--- src/rtl/rsa_pkg.sv ---
// Shared types and constants for the RSA datapath controllers.
package rsa_pkg;

    typedef enum logic [2:0] {
        IDLE      = 3'd0,
        MUL_ISSUE = 3'd1,
        MUL_WAIT  = 3'd2,
        SQR_ISSUE = 3'd3,
        SQR_WAIT  = 3'd4,
        FINISH    = 3'd5
    } modexp_state_t;

    // Multiplicative identity; sized to the operand width at the point of use.
    localparam int unsigned MODEXP_ONE = 1;

endpackage

--- src/rtl/modexp_ctrl_if.sv ---
// Request/complete link between modexp_ctrl (master) and one shared modmult (slave).
interface modexp_ctrl_if #(
    parameter int WIDTH = 32
);
    // go/done handshake: the master pulses mm_go for one cycle with mm_a/mm_b/mm_n
    // stable until the slave pulses mm_done for one cycle alongside mm_result;
    // the master never raises mm_go in the same cycle it sees mm_done.
    logic             mm_go;
    logic [WIDTH-1:0] mm_a;
    logic [WIDTH-1:0] mm_b;
    logic [WIDTH-1:0] mm_n;
    logic [WIDTH-1:0] mm_result;
    logic             mm_done;

    modport master (
        output mm_go, mm_a, mm_b, mm_n,
        input  mm_result, mm_done
    );

    modport slave (
        input  mm_go, mm_a, mm_b, mm_n,
        output mm_result, mm_done
    );

endinterface

--- src/rtl/modexp_ctrl.sv ---
// Right-to-left square-and-multiply controller computing base^exp mod n
// through a single shared modmult unit.
import rsa_pkg::*;

module modexp_ctrl #(
    parameter int WIDTH = 32
) (
    input  logic                 clk,
    input  logic                 rst_n,
    input  logic                 go,
    input  logic [WIDTH-1:0]     base,
    input  logic [WIDTH-1:0]     exp,
    input  logic [WIDTH-1:0]     n,
    output logic [WIDTH-1:0]     result,
    output logic                 done,
    output logic                 busy,
    output modexp_state_t        state,
    modexp_ctrl_if.master        mm
);

    localparam logic [WIDTH-1:0] ONE = WIDTH'(MODEXP_ONE);

    modexp_state_t    state_q, state_d;
    logic [WIDTH-1:0] base_r, base_d;
    logic [WIDTH-1:0] exp_r, exp_d;
    logic [WIDTH-1:0] n_r, n_d;
    logic [WIDTH-1:0] acc_r, acc_d;
    logic [WIDTH-1:0] result_q, result_d;
    logic [WIDTH-1:0] mm_a_q, mm_a_d;
    logic [WIDTH-1:0] mm_b_q, mm_b_d;
    logic             done_q, done_d;
    logic             busy_q, busy_d;
    logic             mm_go_q, mm_go_d;

    always_ff @(posedge clk) begin
        if (!rst_n) begin
            state_q  <= IDLE;
            base_r   <= '0;
            exp_r    <= '0;
            n_r      <= '0;
            acc_r    <= '0;
            result_q <= '0;
            mm_a_q   <= '0;
            mm_b_q   <= '0;
            done_q   <= 1'b0;
            busy_q   <= 1'b0;
            mm_go_q  <= 1'b0;
        end else begin
            state_q  <= state_d;
            base_r   <= base_d;
            exp_r    <= exp_d;
            n_r      <= n_d;
            acc_r    <= acc_d;
            result_q <= result_d;
            mm_a_q   <= mm_a_d;
            mm_b_q   <= mm_b_d;
            done_q   <= done_d;
            busy_q   <= busy_d;
            mm_go_q  <= mm_go_d;
        end
    end

    always_comb begin
        state_d = state_q;
        base_d  = base_r;
        exp_d   = exp_r;
        n_d     = n_r;
        acc_d   = acc_r;

        case (state_q)
            IDLE: begin
                if (go) begin
                    base_d = base;
                    exp_d  = exp;
                    n_d    = n;
                    // n of 0 or 1 makes every residue 0; acc=1 is only valid mod n>=2
                    if (n <= ONE) begin
                        acc_d   = '0;
                        state_d = FINISH;
                    end else begin
                        acc_d = ONE;
                        if (exp == '0)  state_d = FINISH;
                        else if (exp[0]) state_d = MUL_ISSUE;
                        else            state_d = SQR_ISSUE;
                    end
                end
            end
            MUL_ISSUE: state_d = MUL_WAIT;
            MUL_WAIT: begin
                if (mm.mm_done) begin
                    acc_d   = mm.mm_result;
                    // Last set bit consumed: the trailing square would be wasted work.
                    state_d = ((exp_r >> 1) == '0) ? FINISH : SQR_ISSUE;
                end
            end
            SQR_ISSUE: state_d = SQR_WAIT;
            SQR_WAIT: begin
                if (mm.mm_done) begin
                    base_d  = mm.mm_result;
                    exp_d   = exp_r >> 1;
                    state_d = exp_r[1] ? MUL_ISSUE : SQR_ISSUE;
                end
            end
            FINISH:  state_d = IDLE;
            default: state_d = IDLE;
        endcase
    end

    // Outputs are registered from the next-state view so they line up with the state they describe.
    always_comb begin
        mm_go_d  = (state_d == MUL_ISSUE) || (state_d == SQR_ISSUE);
        mm_a_d   = mm_a_q;
        mm_b_d   = mm_b_q;
        if (state_d == MUL_ISSUE) begin
            mm_a_d = acc_d;
            mm_b_d = base_d;
        end else if (state_d == SQR_ISSUE) begin
            mm_a_d = base_d;
            mm_b_d = base_d;
        end
        done_d   = (state_d == FINISH);
        result_d = (state_d == FINISH) ? acc_d : result_q;
        busy_d   = (state_d != IDLE);
    end

    assign result    = result_q;
    assign done      = done_q;
    assign busy      = busy_q;
    assign state     = state_q;
    assign mm.mm_go  = mm_go_q;
    assign mm.mm_a   = mm_a_q;
    assign mm.mm_b   = mm_b_q;
    assign mm.mm_n   = n_r;

endmodule
--- src/flat_wrapper.sv ---
// flat-port wrapper written by rule: the top's interface ports become plain ports
module modexp_ctrl_flat 
#(
    parameter int WIDTH = 32
)
  (clk, rst_n, go, base, exp, n, result, done, busy, state, mm_mm_go, mm_mm_a, mm_mm_b, mm_mm_n, mm_mm_result, mm_mm_done);
  modexp_ctrl_if #(.WIDTH(WIDTH)) mm_i ();
  input  logic clk;
  input  logic rst_n;
  input  logic go;
  input  logic [WIDTH-1:0] base;
  input  logic [WIDTH-1:0] exp;
  input  logic [WIDTH-1:0] n;
  output logic [WIDTH-1:0] result;
  output logic done;
  output logic busy;
  output modexp_state_t state;
  output wire logic [$bits(mm_i.mm_go)-1:0] mm_mm_go;
  output wire logic [$bits(mm_i.mm_a)-1:0] mm_mm_a;
  output wire logic [$bits(mm_i.mm_b)-1:0] mm_mm_b;
  output wire logic [$bits(mm_i.mm_n)-1:0] mm_mm_n;
  input wire logic [$bits(mm_i.mm_result)-1:0] mm_mm_result;
  input wire logic [$bits(mm_i.mm_done)-1:0] mm_mm_done;
  assign mm_mm_go = mm_i.mm_go;
  assign mm_mm_a = mm_i.mm_a;
  assign mm_mm_b = mm_i.mm_b;
  assign mm_mm_n = mm_i.mm_n;
  assign mm_i.mm_result = mm_mm_result;
  assign mm_i.mm_done = mm_mm_done;
  modexp_ctrl #(.WIDTH(WIDTH)) u_core (.clk(clk), .rst_n(rst_n), .go(go), .base(base), .exp(exp), .n(n), .result(result), .done(done), .busy(busy), .state(state), .mm(mm_i));
endmodule
--- config.mk ---
export PLATFORM = sky130hd
export DESIGN_NAME = modexp_ctrl_flat
export DESIGN_NICKNAME = d
export VERILOG_FILES = /design/src/rtl/rsa_pkg.sv /design/src/rtl/modexp_ctrl_if.sv /design/src/rtl/modexp_ctrl.sv /design/src/flat_wrapper.sv
export SDC_FILE = /design/constraint.sdc
export NUM_CORES = 1
export LEC_CHECK = 0
export BUFFER_PORTS_ARGS = -buffer_cell sky130_fd_sc_hd__buf_2
export CAP_MARGIN = 20
export CORE_MARGIN = 5
export CORE_UTILIZATION = 55
export DETAILED_ROUTE_END_ITERATION = 10
export GPL_ROUTABILITY_DRIVEN = 0
export PLACE_DENSITY = 0.84
export SLEW_MARGIN = 20
export SYNTH_ARGS = -nofsm -noshare
export SYNTH_HDL_FRONTEND = slang
export SYNTH_SLANG_ARGS = --single-unit
export TNS_END_PERCENT = 5
--- constraint.sdc ---
create_clock -name clk -period 3.9 [get_ports clk]
set_input_delay 1.17 -clock clk [delete_from_list [all_inputs] [get_ports clk]]
set_output_delay 1.17 -clock clk [all_outputs]
set_load 0.01 [all_outputs]
[Yosys cells after proc, flatten, opt, wreduce, memory -nomap -nowiden]
Cells that the tools add are included.
Word-level totals
  latch bits: 0
  register bits after elaboration: 230
  logic and storage cells: 52
  memories: 0
  ROM bits: 0
  RAM bits: 0
  bits of input ports: 132
Cells by class
  reductions and logical operators: 9
  multiply operators: 0
  add/sub/neg operators: 0
  bitwise logic cells: 0
  magnitude comparators: 1
  div/mod/pow operators: 0
  muxes and demuxes: 22
  shift-type cells: 0
  equality and inequality tests: 9
Operator list (count)
  $mux W32: 9
  $pmux W32 S2: 3
  $logic_not A32 Y1: 2
  $le A32 B1 Y1 const B: 1
  $mux W3: 6
  $pmux W3 S5: 1
  $eq A3 B2 Y1 const B: 3
  $eq A3 B1 Y1 const B: 2
  $eq A3 B3 Y1 const B: 2
  $mux W2: 2
  $ne A2 B2 Y1 const B: 2
  $reduce_bool A2 Y1: 2
  $logic_not A3 Y1: 1
  $reduce_and A3 Y1: 1
  $reduce_bool A3 Y1: 1
  $reduce_and A2 Y1: 1
  $logic_or A1 B1 Y1: 1
  $mux W1: 1

[Depth between registers and ports, before layout]
  word-level depth: 8
  gate-level depth with buffers: 9

[Worst setup path before layout]
Ideal clock, no wire load.
  path type: input-to-reg
  start point: input n[7]
  end point: register u_core.result_q[10], in the netlist u_core.result[10]
  stages on the path: 7
  arrival: 2.683 ns
  library setup time: 0.072 ns
  path slack: 1.146 ns
  data required time: 3.828 ns
  buffers on the path: 1
  path through: nor4_1 nand4_1 o221ai_2 o2111ai_4 nor2_4 buf_6 mux2i_1
Between the ends
  cells in the longest elaborated chain, start to end: 5
RTL lines
  from (decl): RTL line flat_wrapper.sv:13  | input logic [WIDTH-1:0] n;
  $le A32 B1 Y1: RTL line modexp_ctrl.sv:77  | if (n <= ONE) begin
  $mux W3: RTL line modexp_ctrl.sv:77
  $mux W3: RTL line modexp_ctrl.sv:72  | if (go) begin
  $pmux W3 S5: RTL line modexp_ctrl.sv:70  | case (state_q)
  $eq A3 B3 Y1: RTL line modexp_ctrl.sv:122  | result_d = (state_d == FINISH) ? acc_d : result_q;
  to (signal assigned): RTL line modexp_ctrl.sv:54  | result_q <= result_d;
  to (decl): RTL line modexp_ctrl.sv:28  | logic [WIDTH-1:0] result_q, result_d;
Every way passes these cells.
A chain may end at the register's enable or synchronous reset.

[Final worst setup path]
  start point: input go
  end point: register u_core.mm_a_q[6], in the netlist u_core.mm.mm_a[6]
Between the ends
  cells in the longest elaborated chain, start to end: 4
  elaborated cells on any way between the ends: 11
  those cells by class: eq/ne (2); mux (8); reduce/logical (1)
RTL lines
  from (decl): RTL line flat_wrapper.sv:10  | input logic go;
  $mux W3 / $mux W32 (equally long branches): RTL line modexp_ctrl.sv:72
  $pmux W3 S5 / $pmux W32 S2 (equally long branches): RTL line modexp_ctrl.sv:70
  $eq A3 B1 Y1 (tied with other cells): RTL line modexp_ctrl.sv:114  | if (state_d == MUL_ISSUE) begin
  $mux W32 / $reduce_bool A2 Y1 (equally long branches)
  to (signal assigned): RTL line modexp_ctrl.sv:55  | mm_a_q <= mm_a_d;
  to (decl): RTL line modexp_ctrl.sv:29  | logic [WIDTH-1:0] mm_a_q, mm_a_d;
Several ways; a longest one is shown, not always the timed one. The select of a mux whose other input is x is not followed.

==> impl_results.md <==
- Seq/Total Area, Yosys: 0.4982
- DR DRC count: 0
- Hold Vio Cnt, Final: 0
- IO Port Bufs: 265
- Crit end category: flop
- Pwr per Cell Area: approximately 550 mW/mm^2
- Peak supply drop: 0.3653 mV
- HP Class: reg -> reg
- Top cell type's share of synthesized area: 0.4982
- Max Slew Vio Count: 0
- Clock Sinks: 229
- Clock latency on the worst-skew pair: slightly above 500 ps
- Remaining Overflow, GRT: 0
- Layout area overhead: 24.69%
- Final Setup Violations: 0
- Register bit total from synthesis: between 200 and 250
- Synth Area per Inst: 8.806 sq um
- Final wirelength: 26.26 mm
- WHS Path Cells: 2
- FF-to-FF End: u_core.mm.mm_a[6]
- Vias in the first global route: 8,029
- Required @ worst endpoint: 4330 ps
- Die area: 0.01942 sq mm
- Postcts setup bufs: 0
- First-pass GRT wire length: 41.26 mm
- Total negative slack: 0 ps
- Critical path type: in -> reg
- Leakage: 5.052 nW
- I/O pin total: 266
- DP HPWL: 18.91 mm
- Synth area leaders: dfxtp_1 50%, nand2_1 9.4%, mux2i_1 6.6%
- Int Power: 4.512 mW
- CP startpoint kind: input port
- Minimum clock period after layout: about 3000 ps
- Clock share of power: 0.379
- TritonCTS Buffers: 24
- Die height: 139.4 um
- Crit path arrival time: 3390 ps
- Initial antenna violation count: 2
- Worst reg2reg path depth: 8
- CTS Hold Bufs: 0
- Share of layout cells above drive strength 1: 0.2640
- Hold_sp: u_core.mm.mm_n[16]
- FMAX: roughly 0.34 GHz
- Comb power frac: 0.193
- NetSw: 1.804 mW
- Core area: 0.01652 sq mm
- Initial detailed-routing violation count: 603
- Cts repair resizes: 0
- Dominant synthesized flop cell: dfxtp_1
- Rel. slew slack: 0.3614
- Mapped Nets: roughly 1,200
- TritonRoute pass-1 iters: 5
- Cell variety after synth: 48
- Global-route usage over all layers: 0.2531
- Post-route ant nets: 0
- Largest fanout on the critical path: 34
- Ys async rst share: 0
- CTS max path bufs: 3
- Reg2Reg Launch Point: u_core.state[1]
- Nets: 1,402
- Root Buffer: clkbuf_16
- Worst slew pin tran: between 900 and 1000 ps
- Mapped Area: 0.009203 sq mm
- Clk_skew: 16.63 ps
- Initial core utilization: 0.5569
- YS warnings: 0
- Vias per Instance: between 5 and 6
- Max cap viols: 0
- Min-Delay Endpoint: u_core.mm.mm_n[16]
- Mapped Cells: 1,045
- Die W: around 140 um
- Routed len/inst: 17.39 um
- CTS clk-pin slew, worst paths: 60 ps
- Std cell rows: 47
- FF-to-FF setup slack: 990 ps
- Fillers: 1,313
- Commonest non-fill, non-tap cell in the layout: buf_2
- RSZ-0062 raised after global routing: false
- Sw frac: 0.2856
- H-tree level count: 1
- CTS tree: yes
- Synth area leader: dfxtp_1
- Sequential Power Share: 0.428
- Outcome: completed
- Post-synth EDFFs: 0
- Crit share post-route: 0.7590
- Routed via count: 8,465
- Final core utilization: 0.6944
- Most frequent cells in the layout: 265 x buf_2, 230 x nand2_1, 229 x dfxtp_1, 85 x nor2_1, 65 x a21oi_1
- Largest net degree at the start of global routing: 81
-- synthesized netlist by cell type (all sizes together), types with 3 or more instances --
| cell type | instances |
|---|---|
| a211oi | 43 |
| nor2 | 89 |
| inv | 35 |
| nand4 | 6 |
| a22o | 26 |
| dfxtp | 229 |
| nor3 | 4 |
| nand2 | 230 |
| o211a | 3 |
| o21ai | 33 |
| a21oi | 65 |
| o211ai | 3 |
| a22oi | 40 |
| a311oi | 19 |
| mux2i | 61 |
| buf | 41 |
| clkbuf | 42 |
| o2bb2ai | 19 |
| nor4 | 22 |
| a2bb2oi | 13 |
-- critical path, stage by stage --
cell,delay [ps]
buf_2,140
nor4b_4,160
buf_4,300
nor2_2,790
buf_4,290
nand2_1,110
nand2_1,130
a22oi_1,100
o2bb2ai_1,180
-- sequential cells by signal, summed over array words and instances, names as in the netlist --
name and flops:
u_core.acc_r 32, u_core.base_r 32, u_core.busy 1, u_core.done 1, u_core.exp_r 31, u_core.mm.mm_a 32, u_core.mm.mm_b 32, u_core.mm.mm_go 1
u_core.mm.mm_n 32, u_core.result 32, u_core.state 3
-- how the worst max path moves through the flow --
stage	cells after the start	from	slack (ps)	to
after floorplan	7	n[7]	1150	u_core.result[10]
after global placement	8	n[28]	350	u_core.mm.mm_b[12]
after detailed placement	8	n[7]	200	u_core.mm.mm_b[17]
after CTS	7	u_core.state[1]	720	u_core.mm.mm_b[17]
after global routing	7	n[4]	750	u_core.mm.mm_a[0]
final	9	go	940	u_core.mm.mm_a[6]
-- metrics by stage --
stage               area, sq um  power [mW]  hold slack, ps  cells  setup WS (ps)
floorplan                  9203       3.521           460.4   1045           1146
global placement          10610       3.917           439.3   1463          354.0
detailed placement        10610       3.955           442.5   1463          197.4
CTS                       11460       6.348           451.7   1507          715.6
global route              11470       6.598           468.7   1510          747.2
finish                    11470       6.316           450.5   1510          939.9
-- routing by layer --
| layer | GRT usage | routed length (um) | up-vias |
|---|---|---|---|
| li1 | - | - | 4142 |
| met1 | 0.3440 | 11110 | 3888 |
| met2 | 0.4038 | 12190 | 372 |
| met3 | 0.04734 | 2073 | 63 |
| met4 | 0.09320 | 887 | 0 |
| met5 | 0 | 0 | - |
-- cells by family after synthesis --
| family | share of synthesized area |
|---|---|
| AO/OA/AOI/OAI | 0.2117 |
| AND/OR/NAND/NOR | 0.1645 |
| XOR/XNOR | 0.0009519 |
| buffers and inverters | 0.05833 |
| multiplexers | 0.06635 |
| flip-flops | 0.4982 |
-- layout make-up --
cell class	instances	area, sq um	share of cell area
multi-input cells	697	4124	0.3594
diodes	2	5.005	0.0004362
flip-flops and latches	229	4584	0.3995
inverters	36	137.6	0.01199
clock buffers	34	719.4	0.06270
repair buffers	282	1495	0.1303
well taps	220	275.3	0.02399
clock inverters	10	133.9	0.01167
-- power groups by stage --
stage / registers [mW] / clock network, mW / logic [mW]
4_1_cts: 2.70 / 2.43 / 1.21
3_5_place_dp: 2.75 / 0 / 1.20
2_1_floorplan: 2.78 / 0 / 0.743
6_report: 2.70 / 2.39 / 1.22
5_1_grt: 2.73 / 2.54 / 1.34
3_3_place_gp: 2.74 / 0 / 1.17
Note: power is estimated with default switching activity, not from simulation.
